[config.mk]
export PLATFORM = sky130hd
export DESIGN_NAME = vend_ctrl_param
export DESIGN_NICKNAME = d
export VERILOG_FILES = /design/src/rtl/vend_pkg.sv /design/src/rtl/vend_coin_edge.sv /design/src/rtl/vend_ctrl_param.sv
export SDC_FILE = /design/constraint.sdc
export NUM_CORES = 1
export LEC_CHECK = 0
export BUFFER_PORTS_ARGS = -buffer_cell sky130_fd_sc_hd__buf_2
export CAP_MARGIN = 5
export CORE_MARGIN = 3
export CORE_UTILIZATION = 50
export DETAILED_ROUTE_END_ITERATION = 7
export MAX_ROUTING_LAYER = met4
export PLACE_DENSITY = 0.75
export SYNTH_ARGS = -nofsm -noshare
export SYNTH_HDL_FRONTEND = slang
export SYNTH_SLANG_ARGS = --single-unit
export TNS_END_PERCENT = 20
[constraint.sdc]
create_clock -name clk -period 4.7 [get_ports clk]
set_clock_uncertainty 0.15 [all_clocks]
set_input_delay 0.235 -clock clk [delete_from_list [all_inputs] [get_ports clk]]
set_output_delay 0.235 -clock clk [all_outputs]
set_load 0.01 [all_outputs]
[src/rtl/vend_pkg.sv]
// rtl/vend_pkg.sv - shared states, coin values and index helper for the vending controller
package vend_pkg;

  typedef enum logic [2:0] {
    IDLE    = 3'd0,
    COLLECT = 3'd1,
    VEND    = 3'd2,
    CHANGE  = 3'd3,
    DONE    = 3'd4
  } vend_state_t;

  localparam int COIN_NICKEL  = 5;
  localparam int COIN_DIME    = 10;
  localparam int COIN_QUARTER = 25;
  localparam int COIN_DOLLAR  = 100;

  // Index of the set bit in a one-hot vector (highest wins if several are set)
  function automatic logic [2:0] onehot2idx(input logic [7:0] oh);
    logic [2:0] idx;
    idx = '0;
    for (int i = 0; i < 8; i++) begin
      if (oh[i]) idx = 3'(i);
    end
    return idx;
  endfunction

endpackage

[src/rtl/vend_coin_edge.sv]
// rtl/vend_coin_edge.sv - coin rising-edge detector with dollar > quarter > dime priority
module vend_coin_edge (
  input  logic       clk,
  input  logic [2:0] coin_lvl,
  output logic [2:0] win,
  output logic [1:0] lose
);

  logic [2:0] hist;
  logic [2:0] edges;

  // History always tracks the levels, so a coin held through reset never looks like an edge
  always_ff @(posedge clk) begin
    hist <= coin_lvl;
  end

  always_comb begin
    edges = coin_lvl & ~hist;
    win   = 3'b000;
    if (edges[2])      win = 3'b100;
    else if (edges[1]) win = 3'b010;
    else if (edges[0]) win = 3'b001;
    lose = edges[1:0] & ~win[1:0];
  end

endmodule

[src/rtl/vend_ctrl_param.sv]
// rtl/vend_ctrl_param.sv - parameterised vending controller: collect, vend handshake, greedy change payout
module vend_ctrl_param
  import vend_pkg::*;
#(
  parameter int                         N_ITEMS = 4,
  parameter int                         MAX_QTY = 3,
  parameter int                         VAL_W   = 12,
  parameter logic [N_ITEMS*VAL_W-1:0]   PRICES  = {12'd120, 12'd100, 12'd80, 12'd50},
  parameter int                         TIMEOUT = 1000
) (
  input  logic               clk,
  input  logic               rst,
  input  logic [N_ITEMS-1:0] item_sel,
  input  logic [MAX_QTY-1:0] qty_sel,
  input  logic               coin_dime,
  input  logic               coin_quarter,
  input  logic               coin_dollar,
  input  logic               cancel_n,
  input  logic               continue_n,
  input  logic               vend_ack,
  output logic [N_ITEMS-1:0] item_led,
  output logic [MAX_QTY-1:0] qty_out,
  output logic [VAL_W-1:0]   collected,
  output logic [VAL_W-1:0]   change_rem,
  output logic               vend_valid,
  output logic [2:0]         vend_item,
  output logic [2:0]         vend_qty,
  output logic               chg_dollar,
  output logic               chg_quarter,
  output logic               chg_dime,
  output logic               chg_nickel,
  output logic               busy
);

  localparam int CNT_W = (TIMEOUT > 1) ? $clog2(TIMEOUT + 1) : 1;

  vend_state_t        state, nxt;
  logic [2:0]         win;
  logic [1:0]         lose;
  logic [VAL_W-1:0]   coin_val, coin_sum, price;
  logic [VAL_W+2:0]   cost;
  logic [2:0]         item_idx, qty_num;
  logic               timeout, vended, vended_d;
  logic [CNT_W-1:0]   idle_cnt, idle_cnt_d;
  logic [N_ITEMS-1:0] item_led_d;
  logic [MAX_QTY-1:0] qty_d;
  logic [VAL_W-1:0]   collected_d, change_rem_d;
  logic               vend_valid_d;
  logic [2:0]         vend_item_d, vend_qty_d;
  logic [3:0]         chg_d;

  function automatic logic [VAL_W-1:0] sat_add(input logic [VAL_W-1:0] a, input logic [VAL_W-1:0] b);
    logic [VAL_W:0] s;
    s = {1'b0, a} + {1'b0, b};
    return s[VAL_W] ? {VAL_W{1'b1}} : s[VAL_W-1:0];
  endfunction

  vend_coin_edge u_coin_edge (
    .clk      (clk),
    .coin_lvl ({coin_dollar, coin_quarter, coin_dime}),
    .win      (win),
    .lose     (lose)
  );

  always_comb begin
    coin_val = '0;
    if (win[2])      coin_val = VAL_W'(COIN_DOLLAR);
    else if (win[1]) coin_val = VAL_W'(COIN_QUARTER);
    else if (win[0]) coin_val = VAL_W'(COIN_DIME);
    coin_sum = sat_add(collected, coin_val);

    price = '0;
    for (int i = 0; i < N_ITEMS; i++) begin
      if (item_led[i]) price = PRICES[i*VAL_W +: VAL_W];
    end
    item_idx = onehot2idx(8'(item_led));
    qty_num  = onehot2idx(8'(qty_out)) + 3'd1;
    cost     = {3'b000, price} * {{VAL_W{1'b0}}, qty_num};
    timeout  = (TIMEOUT != 0) && (idle_cnt == CNT_W'(TIMEOUT));
  end

  always_comb begin
    nxt          = state;
    item_led_d   = item_led;
    qty_d        = qty_out;
    collected_d  = collected;
    change_rem_d = change_rem;
    vend_valid_d = vend_valid;
    vend_item_d  = vend_item;
    vend_qty_d   = vend_qty;
    vended_d     = vended;
    idle_cnt_d   = idle_cnt;
    chg_d        = 4'b0000;

    case (state)
      IDLE: begin
        idle_cnt_d = '0;
        if ($onehot(item_sel)) begin
          item_led_d = item_sel;
          nxt        = COLLECT;
        end
      end
      COLLECT: begin
        collected_d = coin_sum;
        chg_d[2]    = lose[1];
        chg_d[1]    = lose[0];
        // The affordability check sees last cycle's totals, so a coin arriving now joins the change
        if ({3'b000, collected} >= cost) begin
          change_rem_d = coin_sum - cost[VAL_W-1:0];
          vend_valid_d = 1'b1;
          vend_item_d  = item_idx;
          vend_qty_d   = qty_num;
          vended_d     = 1'b1;
          nxt          = VEND;
        end else if (!cancel_n || timeout) begin
          change_rem_d = coin_sum;
          nxt          = (coin_sum != '0) ? CHANGE : IDLE;
        end else begin
          idle_cnt_d = (|win) ? '0 : idle_cnt + 1'b1;
          if ($onehot(qty_sel) && (qty_sel != qty_out)) begin
            qty_d      = qty_sel;
            idle_cnt_d = '0;
          end
        end
      end
      VEND: begin
        change_rem_d = sat_add(change_rem, coin_val);
        chg_d[2]     = lose[1];
        chg_d[1]     = lose[0];
        if (vend_ack) begin
          vend_valid_d = 1'b0;
          nxt          = CHANGE;
        end
      end
      CHANGE: begin
        if (change_rem >= VAL_W'(COIN_DOLLAR)) begin
          chg_d[3]     = 1'b1;
          change_rem_d = change_rem - VAL_W'(COIN_DOLLAR);
        end else if (change_rem >= VAL_W'(COIN_QUARTER)) begin
          chg_d[2]     = 1'b1;
          change_rem_d = change_rem - VAL_W'(COIN_QUARTER);
        end else if (change_rem >= VAL_W'(COIN_DIME)) begin
          chg_d[1]     = 1'b1;
          change_rem_d = change_rem - VAL_W'(COIN_DIME);
        end else if (change_rem >= VAL_W'(COIN_NICKEL)) begin
          chg_d[0]     = 1'b1;
          change_rem_d = change_rem - VAL_W'(COIN_NICKEL);
        end else begin
          change_rem_d = '0;
          nxt          = vended ? DONE : IDLE;
        end
      end
      DONE: begin
        if (!continue_n) nxt = IDLE;
      end
      default: nxt = IDLE;
    endcase

    // Every way back to IDLE presents the idle output values in the same cycle
    if (nxt == IDLE) begin
      item_led_d   = '0;
      qty_d        = MAX_QTY'(1);
      collected_d  = '0;
      change_rem_d = '0;
      vend_valid_d = 1'b0;
      vend_item_d  = '0;
      vend_qty_d   = '0;
      vended_d     = 1'b0;
    end
  end

  always_ff @(posedge clk) begin
    if (rst) begin
      state       <= IDLE;
      item_led    <= '0;
      qty_out     <= MAX_QTY'(1);
      collected   <= '0;
      change_rem  <= '0;
      vend_valid  <= 1'b0;
      vend_item   <= '0;
      vend_qty    <= '0;
      vended      <= 1'b0;
      idle_cnt    <= '0;
      chg_dollar  <= 1'b0;
      chg_quarter <= 1'b0;
      chg_dime    <= 1'b0;
      chg_nickel  <= 1'b0;
    end else begin
      state       <= nxt;
      item_led    <= item_led_d;
      qty_out     <= qty_d;
      collected   <= collected_d;
      change_rem  <= change_rem_d;
      vend_valid  <= vend_valid_d;
      vend_item   <= vend_item_d;
      vend_qty    <= vend_qty_d;
      vended      <= vended_d;
      idle_cnt    <= idle_cnt_d;
      chg_dollar  <= chg_d[3];
      chg_quarter <= chg_d[2];
      chg_dime    <= chg_d[1];
      chg_nickel  <= chg_d[0];
    end
  end

  assign busy = (state != IDLE);

endmodule
After elaboration in Yosys (flattened, before gate mapping)

Cells that the tools add are included.

Output and inout bits: 43
Register bits after elaboration: 59

Multiply operators: 1
$add $sub $neg: 14
Bitwise gates (word level): 7
Order comparisons: 5
Equality and inequality tests: 13
Muxes and demuxes: 52
Reductions and logical operators: 21

Operator list:

| cell                    | count |
|---|---|
| $mux W12                | 12 |
| $mux W3                 | 16 |
| $mux W10                | 4 |
| $pmux W12 S3            | 1 |
| $add A12 B12 Y13        | 2 |
| $pmux W10 S2            | 1 |
| $ge A12 B15 Y1          | 1 |
| $mul A12 B3 Y15         | 1 |
| $pmux W3 S5             | 1 |
| $ge A12 B3 Y1 const B   | 1 |
| $ge A12 B4 Y1 const B   | 1 |
| $ge A12 B5 Y1 const B   | 1 |
| $ge A12 B7 Y1 const B   | 1 |
| $reduce_bool A12 Y1     | 1 |
| $sub A12 B12 Y12        | 1 |
| $sub A12 B3 Y12 const B | 1 |
| $sub A12 B4 Y12 const B | 1 |
| $sub A12 B5 Y12 const B | 1 |
| $sub A12 B7 Y12 const B | 1 |
| $add A10 B1 Y10 const B | 1 |
| $eq A10 B10 Y1 const B  | 1 |
| $mux W1                 | 10 |
| $ne A2 B2 Y1 const B    | 4 |
| $add A1 B1 Y2           | 3 |
| 32 further kinds        | 45 |

Logic depth before layout (Yosys ltp)

Gate-level depths: netlist of run 1.

Depth after elaboration: 17
Depth in mapped cells: 20
Mapped depth without buffers: 20

Cells and area by module

From an unflattened synthesis of run 1, not the netlist that was laid out.

Cells, all modules: 734
Area total of the unflattened synthesis: 5529.1 um2

By module, submodules not included:

| module          | area each (um2) | times used | cells an instance |
|---|---|---|---|
| vend_ctrl_param | 5413.9          | 1          | 723 |
| vend_coin_edge  | 115.1           | 1          | 11 |

Worst setup path before layout of run 1

No wires, ideal clock.

Path type: reg2reg
Start point: reg u_coin_edge.hist[2]
End point: reg change_rem[10]
Clock period less this slack: 4.652 ns
Slack: 0.048 ns
Stages on the path, launching flop included: 20
Arrival: 4.411 ns
Buffers on the path: 0
Cells stage by stage: dfxtp_1 > nor2b_1 > nor2_1 > ha_1 > fa_1 > a211oi_2 > o31ai_4 > o2111ai_2 > or2_0 > nand2b_1 > ha_1 > nor2b_1 > o21ai_0 > a21o_1 > a21oi_1 > maj3_1 > a211oi_1 > xor2_1 > nand2_1 > a311oi_1

Longest elaborated chain between the ends: 15
Elaborated cells on any way between the ends: 21
Classes of those cells: add/sub (3); mux (13); bitwise (2); reduce/logical (3)

Ends and longest elaborated chain:

| element                    | line                   | text |
|---|---|---|
| start, declared            | vend_coin_edge.sv:9    | `logic [2:0] hist;` |
| start signal, assigned     | vend_coin_edge.sv:14   | `hist <= coin_lvl;` |
| $not A3 Y3 (*)             | vend_coin_edge.sv:18   | `edges = coin_lvl & ~hist;` |
| $and A3 B3 Y3 (*)          | vend_coin_edge.sv:18   |  |
| $mux W3 (*)                | vend_coin_edge.sv:20   | `if (edges[2]) win = 3'b100;` |
| $mux W4                    | vend_ctrl_param.sv:69  | `else if (win[0]) coin_val = VAL_W'(COIN_DIME);` |
| $mux W5                    | vend_ctrl_param.sv:68  | `else if (win[1]) coin_val = VAL_W'(COIN_QUARTER);` |
| $mux W12 (*)               | vend_ctrl_param.sv:67  | `if (win[2]) coin_val = VAL_W'(COIN_DOLLAR);` |
| $add A12 B12 Y13 (*)       | vend_ctrl_param.sv:54  | `s = {1'b0, a} + {1'b0, b};` |
| $mux W12 (*)               | vend_ctrl_param.sv:55  | `return s[VAL_W] ? {VAL_W{1'b1}} : s[VAL_W-1:0];` |
| named net coin_sum[2]      | vend_ctrl_param.sv:40  | `logic [VAL_W-1:0] coin_val, coin_sum, price;` |
| $reduce_bool A12 Y1        | vend_ctrl_param.sv:117 | `nxt = (coin_sum != '0) ? CHANGE : IDLE;` |
| $mux W2                    | vend_ctrl_param.sv:117 |  |
| $mux W3                    | vend_ctrl_param.sv:115 | `end else if (!cancel_n \|\| timeout) begin` |
| $mux W3                    | vend_ctrl_param.sv:108 | `if ({3'b000, collected} >= cost) begin` |
| $pmux W3 S5                | vend_ctrl_param.sv:95  | `case (state)` |
| $logic_not A3 Y1           | vend_ctrl_param.sv:160 | `if (nxt == IDLE) begin` |
| $reduce_or A2 Y1 (no line) | n/a                    |  |
| end signal, assigned       | vend_ctrl_param.sv:193 | `change_rem <= change_rem_d;` |
| end, declared              | vend_ctrl_param.sv:24  | `output logic [VAL_W-1:0] change_rem,` |

The timed path passes the listed nets; every way through them passes the cells marked *. The select of a mux whose other input is x is not followed.
A chain may end at the register's enable or synchronous reset.

Worst setup path after layout of run 1

Start point: reg qty_out[2]
End point: reg collected[5]

Longest elaborated chain between the ends: 8

Ends and longest elaborated chain:

| element                    | line                   | text |
|---|---|---|
| start, declared            | vend_ctrl_param.sv:22  | `output logic [MAX_QTY-1:0] qty_out,` |
| start signal, assigned     | vend_ctrl_param.sv:191 | `qty_out <= qty_d;` |
| $mux W3                    | vend_pkg.sv:22         | `if (oh[i]) idx = 3'(i);` |
| $add A3 B1 Y3              | vend_ctrl_param.sv:77  | `qty_num = onehot2idx(8'(qty_out)) + 3'd1;` |
| $mul A12 B3 Y15            | vend_ctrl_param.sv:78  | `cost = {3'b000, price} * {{VAL_W{1'b0}}, qty_num};` |
| $ge A12 B15 Y1             | vend_ctrl_param.sv:108 |  |
| $mux W3                    | vend_ctrl_param.sv:108 |  |
| $pmux W3 S5                | vend_ctrl_param.sv:95  |  |
| $logic_not A3 Y1           | vend_ctrl_param.sv:160 |  |
| $reduce_or A2 Y1 (no line) | n/a                    |  |
| end signal, assigned       | vend_ctrl_param.sv:192 | `collected <= collected_d;` |
| end, declared              | vend_ctrl_param.sv:23  | `output logic [VAL_W-1:0] collected,` |

Every way passes these cells.

==> results.sh, run 1 <==
export IMPL_crit_start="qty_out[2]"
export IMPL_final_cells=940
export IMPL_worst_slew_pin_slew_ns=1.079
export IMPL_fp_dieH_um=110.2
export IMPL_rr_startpoint="qty_out[2]"
export IMPL_final_area_mm2=0.006575
export IMPL_ys_seq_elements=58
export IMPL_antenna_cells=0
export IMPL_synth_warnings=0
export IMPL_arrival_ns=4.65
export IMPL_criticalPathCategory="reg -> reg"
export IMPL_synthCells=715
export IMPL_numCtsBuffers=9
export IMPL_regArea_mm2=0.001169
export IMPL_num_rows=37
export IMPL_power_density_mw_per_mm2=357.8
export IMPL_clkSinkCount=58
export IMPL_yosysTopAreaCell="dfxtp_1"
export IMPL_postRouteAntennaNets=0
export IMPL_cp_end_kind="flip-flop"
export IMPL_overflow=0
export IMPL_synthMostInstantiatedCell="nor2_1"
export IMPL_antenna_found_initial=0
export IMPL_ioPinCount=58
export IMPL_tritoncts="yes"
export IMPL_setup_violations=0
export IMPL_utilization_pct=62.84
export IMPL_rsz0062_at_grt="yes"
export IMPL_drive_gt1_share_pct=20.52
export IMPL_irDropWorstVdd_uv=260.2
export IMPL_worst_path_max_fanout=12
export IMPL_multi_input_area_mm2=0.004192
export IMPL_maxCapViolCount=0
export IMPL_grt_pass1_wl_mm=26.33
export IMPL_async_flop_share_pct=0
export IMPL_drt_first_pass_iters=5
export IMPL_hold_slack_ns=0.04912
export IMPL_post_place_cells=911
export IMPL_drc=0
export IMPL_syn_area_mm2=0.005433
export IMPL_pre_cts_ws_ns=0.003221
export IMPL_core_area_mm2=0.01046
export IMPL_fin_ws_ns=0.09303
export IMPL_vias_per_cell=6.055
export IMPL_wirelength_met1_mm=7.205
export IMPL_start_kind="flip-flop"
export IMPL_slew_violations=0
export IMPL_postSynthAreaPerCell_um2=7.598
export IMPL_period_share_pct=98.02
export IMPL_dieArea_mm2=0.01215
export IMPL_synth_edff_count=0
export IMPL_synthFlopType="dfxtp_1"
export IMPL_routed_wirelength_mm=17.05
export IMPL_slew_headroom_pct=27.14
export IMPL_leakage_nw=2.863
export IMPL_vias=5692
export IMPL_route_met3_wl_mm=1.037
export IMPL_clock_latency_ns=0.35
export IMPL_io_buffers=56
export IMPL_fillCellCount=958
export IMPL_htree_levels=3
export IMPL_synthTopCellsByArea="dfxtp_1 (21%), ha_1 (12%), nor2_1 (7.5%), a21oi_1 (4.3%), xnor2_1 (3.9%)"
export IMPL_power_mw=2.352
export IMPL_area_growth_pct=21.03
export IMPL_postPlaceCellArea_mm2=0.006000
export IMPL_hold_viol=0
export IMPL_place_congestion=0.9459
export IMPL_dr_max_layer_used="met4"
export IMPL_min_path_type="in -> reg"
export IMPL_met2_length_mm=8.353
export IMPL_synth_cell_types=73
export IMPL_start_util_pct=51.93
export IMPL_post_dp_hpwl_mm=12.56
export IMPL_min_period_ns=4.607
export IMPL_reg2reg_depth=17
export IMPL_cts_max_path_buffers=2
export IMPL_seq_area_frac_synth_pct=21.37
export IMPL_drt_iter0_markers=489
export IMPL_fp_dieW_um=110.2
export IMPL_drt_wirelength_per_cell_um=18.14
export IMPL_required_ns=4.75
export IMPL_synth_top_area_share_pct=21.37
export IMPL_grt_max_degree=25
export IMPL_timing_fmax_mhz=217.1
export IMPL_nets=876
export IMPL_grt_pass1_vias=5393
export IMPL_fin_tns_setup_ns=0
export IMPL_synth_top_cells_by_count="nor2_1 (108), dfxtp_1 (58), ha_1 (54), a21oi_1 (47), nand2_1 (46)"
export IMPL_r2r_end="collected[5]"
export IMPL_grt_usage_pct=28.39
export IMPL_path_clk_slew_ns=0.07
export IMPL_rrSetupSlack_ns=0.09
export IMPL_crit_end="collected[5]"
export IMPL_outcome="finished, final reports clean"
export IMPL_root_buffer="clkbuf_8"
-- cells by family after synthesis --
logic type	Yosys count	share of synthesized area, %
AOI/OAI and AO/OA	187	23.28
xor gates and xnor gates	44	7.094
adders and majority gates	64	15.75
buffers and inverters	65	5.159
DFF	58	21.37
muxes	8	1.497
other	2	0.1382
and+or+nand+nor	287	25.70
-- layout by cell type, fill, tap and decap left out, types with 4 or more instances in the layout --
master and n:
inv_1 33, dlygate4sd3_1 6, o211ai_1 10, nand3_1 12, conb_1 6, or3_1 7, and3_1 7, a21oi_1 44
o21ai_0 36, dfxtp_2 6, xor2_1 19, nor3b_1 5, a311oi_1 4, nand4_1 7, o21a_1 6, buf_4 34
xnor2_1 24, dfxtp_1 52, nor2_1 103, o22ai_1 5, or2_2 7, a211oi_1 17, o31ai_1 4, a31oi_1 4
fa_1 5, nor2_2 5, buf_2 56, ha_1 52, a21o_1 12, nand2b_1 11, clkbuf_8 11, nor2b_1 15
and2_1 10, nor3_1 30, mux2i_1 7, nand2_1 46
-- cell type report --
class | instances | share of cell area (%)
multi-input combinational | 596 | 63.75
sequential | 58 | 17.77
timing repair buffer | 101 | 10.52
tap | 136 | 2.588
clock buffer | 12 | 2.360
inverter | 33 | 1.884
clock inverter | 4 | 1.123
-- power by group --
group / switching (mW) / internal (mW) / total, mW
Clock: 0.227 / 0.328 / 0.555
Combinational: 0.716 / 0.502 / 1.22
Sequential: 0.0598 / 0.520 / 0.580
Total: 1.00 / 1.35 / 2.35
-- worst min path at each step --
stage | depth (start not counted) | to | start
2_1_floorplan | 0 | u_coin_edge.hist[0] | coin_dime
3_3_place_gp | 1 | u_coin_edge.hist[2] | coin_dollar
3_5_place_dp | 1 | u_coin_edge.hist[2] | coin_dollar
4_1_cts | 3 | qty_out[1] | qty_sel[1]
5_1_grt | 3 | qty_out[1] | qty_sel[1]
6_report | 3 | qty_out[1] | qty_sel[1]
-- worst max-delay path, cell delays in order (launching register included) --
cell and delay (ns):
dfxtp_2 0.34, nand2b_4 0.14, and2_1 0.17, fa_2 0.41, ha_1 0.30, a21o_1 0.18
a21oi_1 0.25, xor2_2 0.20, ha_1 0.28, a21oi_2 0.17, o211ai_1 0.10, a31o_2 0.24
maj3_1 0.40, a21o_4 0.28, o31ai_4 0.26, a41o_4 0.33, buf_12 0.16, a211oi_1 0.05
-- state kept, by name (all words and copies together) (netlist names), 2 cells and up --
name              count
vend_qty              3
collected            12
u_coin_edge.hist      3
qty_out               3
vend_item             2
state                 3
change_rem           12
idle_cnt             10
item_led              4
-- routing by layer --
| layer | vias up | GRT usage (%) |
|---|---|---|
| met2 | 220 | 46.58 |
| met1 | 2702 | 35.35 |
| li1 | 2721 | - |
| met4 | 0 | 10.64 |
| met5 | - | - |
| met3 | 49 | 4.368 |
-- repair_timing --
item	CTS	global route
cloned	0	2
pin swaps	0	5
setup buffers	0	5
setup endpoints to repair	2	48
hold endpoints to repair	8	0
resized for setup	2	46
hold buffers	6	0
No activity file was read; power rests on OpenSTA's default activity.
==> inputs of run 2 (changes only) <==
PLACE_DENSITY = 0.8   (was 0.75)
==> run 2 against run 1 <==
Global-route usage decreased by 0.73 points. First-iteration DRC count grew 2.7%. Wire length fell by 3.0%. Flip-flop and latch count unchanged. Via count decreased by 0.12%. Core utilization is essentially flat. Maximum frequency grew 0.53%. Critical endpoint is now collected[0]. Largest power group unchanged.
==> results.sh, run 2 (synthesis gave the netlist of run 1 again) <==
export IMPL_path_clk_slew_ns=0.08
export IMPL_htree_levels=3
export IMPL_worst_path_max_fanout=12
export IMPL_reg_largest_list="change_rem (12), collected (12), idle_cnt (10)"
export IMPL_maxCapViolCount=0
export IMPL_grt_max_degree=25
export IMPL_post_place_cells=910
export IMPL_path_cells="nand2b_1 -> nor2_1 -> fa_2 -> ha_2 -> fa_2 -> a21o_1 -> a21oi_2 -> xnor2_2 -> ha_1 -> a31o_2 -> maj3_1 -> a21o_1 -> o31ai_4 -> a41o_4 -> buf_12 -> a211oi_1"
export IMPL_io_buffers=56
export IMPL_cts_max_path_buffers=2
export IMPL_clkSinkCount=58
export IMPL_period_share_pct=97.50
export IMPL_fin_ws_ns=0.1174
export IMPL_start_kind="flip-flop"
export IMPL_drt_wirelength_per_cell_um=17.63
export IMPL_crit_family="adder cells"
export IMPL_drive_gt1_share_pct=20.82
export IMPL_drt_first_pass_iters=6
export IMPL_vias_per_cell=6.061
export IMPL_postRouteAntennaNets=0
export IMPL_area_growth_pct=21.00
export IMPL_fin_tns_setup_ns=0
export IMPL_slowest_stage="fa_2"
export IMPL_dieArea_mm2=0.01215
export IMPL_crit_buf_inv=1
export IMPL_irDropWorstVdd_uv=198.5
export IMPL_core_area_mm2=0.01046
export IMPL_hold_viol=0
export IMPL_overflow=0
export IMPL_dr_max_layer_used="met4"
export IMPL_post_dp_hpwl_mm=12.16
export IMPL_numCtsBuffers=9
export IMPL_required_ns=4.73
export IMPL_route_met3_wl_um=995
export IMPL_min_path_type="in -> reg"
export IMPL_routed_wirelength_mm=16.54
export IMPL_fillCellCount=907
export IMPL_setup_violations=0
export IMPL_ioPinCount=58
export IMPL_arrival_ns=4.62
export IMPL_crit_path_max_incr_delay_ns=0.48
export IMPL_power_density_mw_per_mm2=355.0
export IMPL_outcome="finished, final reports clean"
export IMPL_met2_length_mm=8.026
export IMPL_tritoncts="yes"
export IMPL_leakage_nw=2.848
export IMPL_timing_fmax_mhz=218.2
export IMPL_criticalPathCategory="reg -> reg"
export IMPL_vias=5685
export IMPL_num_rows=37
export IMPL_place_congestion=0.9802
export IMPL_fp_dieH_um=110.2
export IMPL_final_cells=938
export IMPL_power_mw=2.334
export IMPL_start_util_pct=51.93
export IMPL_cp_end_kind="flip-flop"
export IMPL_root_buffer="clkbuf_8"
export IMPL_min_period_ns=4.583
export IMPL_drc=0
export IMPL_antenna_found_initial=0
export IMPL_nets=874
export IMPL_grt_pass1_wl_mm=26.12
export IMPL_final_common_cell="nor2_1"
export IMPL_slew_headroom_pct=35.41
export IMPL_grt_pass1_vias=5319
export IMPL_drt_iter0_markers=502
export IMPL_pre_cts_ws_ns=-0.06367
export IMPL_final_cell_mix="nor2_1 (105), buf_2 (56), dfxtp_1 (53), ha_1 (49), nand2_1 (45)"
export IMPL_grt_usage_pct=27.66
export IMPL_wirelength_met1_mm=7.019
export IMPL_fp_dieW_um=110.2
export IMPL_worst_slew_pin_slew_ns=0.9567
export IMPL_antenna_cells=0
export IMPL_clock_latency_ns=0.35
export IMPL_slew_violations=0
run 2: cell count changes in the layout (fill, tap and decap cells not counted), sizes merged:
| cell | delta |
|---|---|
| clkbuf | -4 |
| clkinvlp | +2 |
| dlygate4sd3 | -1 |
| inv | +1 |
run 2: worst paths after layout:
path | from | end | slack [ns] | cells after the start
max | item_led[2] | collected[0] | 0.12 | 16
min | item_sel[2] | item_led[2] | 0.006 | 3
min reg2reg | vend_qty[2] | vend_qty[2] | 0.33 | 1
max reg2reg | item_led[2] | collected[0] | 0.12 | 16
run 2: where the power goes:
group	leakage, nW	switching (mW)	internal, mW	total (mW)
Sequential	0.472	0.0620	0.519	0.581
Clock	0.106	0.239	0.302	0.541
Combinational	2.27	0.708	0.504	1.21
Total	2.85	1.01	1.32	2.33
run 2: final cells by class:
class | count | area, µm² | area share (%)
inverters | 33 | 123.9 | 1.884
repair buffers | 99 | 665.6 | 10.13
multi-input cells | 596 | 4219 | 64.18
clock inverters | 7 | 101.3 | 1.542
clock buffers | 9 | 123.9 | 1.884
flip-flops and latches | 58 | 1170 | 17.80
well taps | 136 | 170.2 | 2.589
run 2: what timing repair did:
action                                  in CTS  in global routing
endpoints found under the hold margin        7                  0
cloned                                       0                  1
hold buffers                                 5                  0
endpoints found under the setup margin      46                 48
pin swaps                                    3                 10
setup buffers                                2                  4
gates resized for setup                      5                 44
run 2: stage by stage:
step | hold WS, ns | util, % | instance area, µm²
after floorplan | 0.1127 | - | 5448
after global placement | 0.1995 | 57.39 | 6005
after detailed placement | 0.2025 | 57.39 | 6005
after CTS | 0.008770 | 60.33 | 6312
after global routing | 0.02626 | 62.83 | 6574
final | 0.006250 | 62.83 | 6574
run 2: tightest hold or removal path, cell delays in order:
cell and delay (ns):
buf_2 0.09, mux2i_1 0.07, nor2_1 0.08
run 2: per-layer routing:
| layer | GRT usage [%] | up-vias |
|---|---|---|
| met1 | 34.31 | 2712 |
| met4 | 9.499 | 0 |
| met5 | - | - |
| met2 | 45.54 | 220 |
| met3 | 4.834 | 44 |
| li1 | - | 2709 |
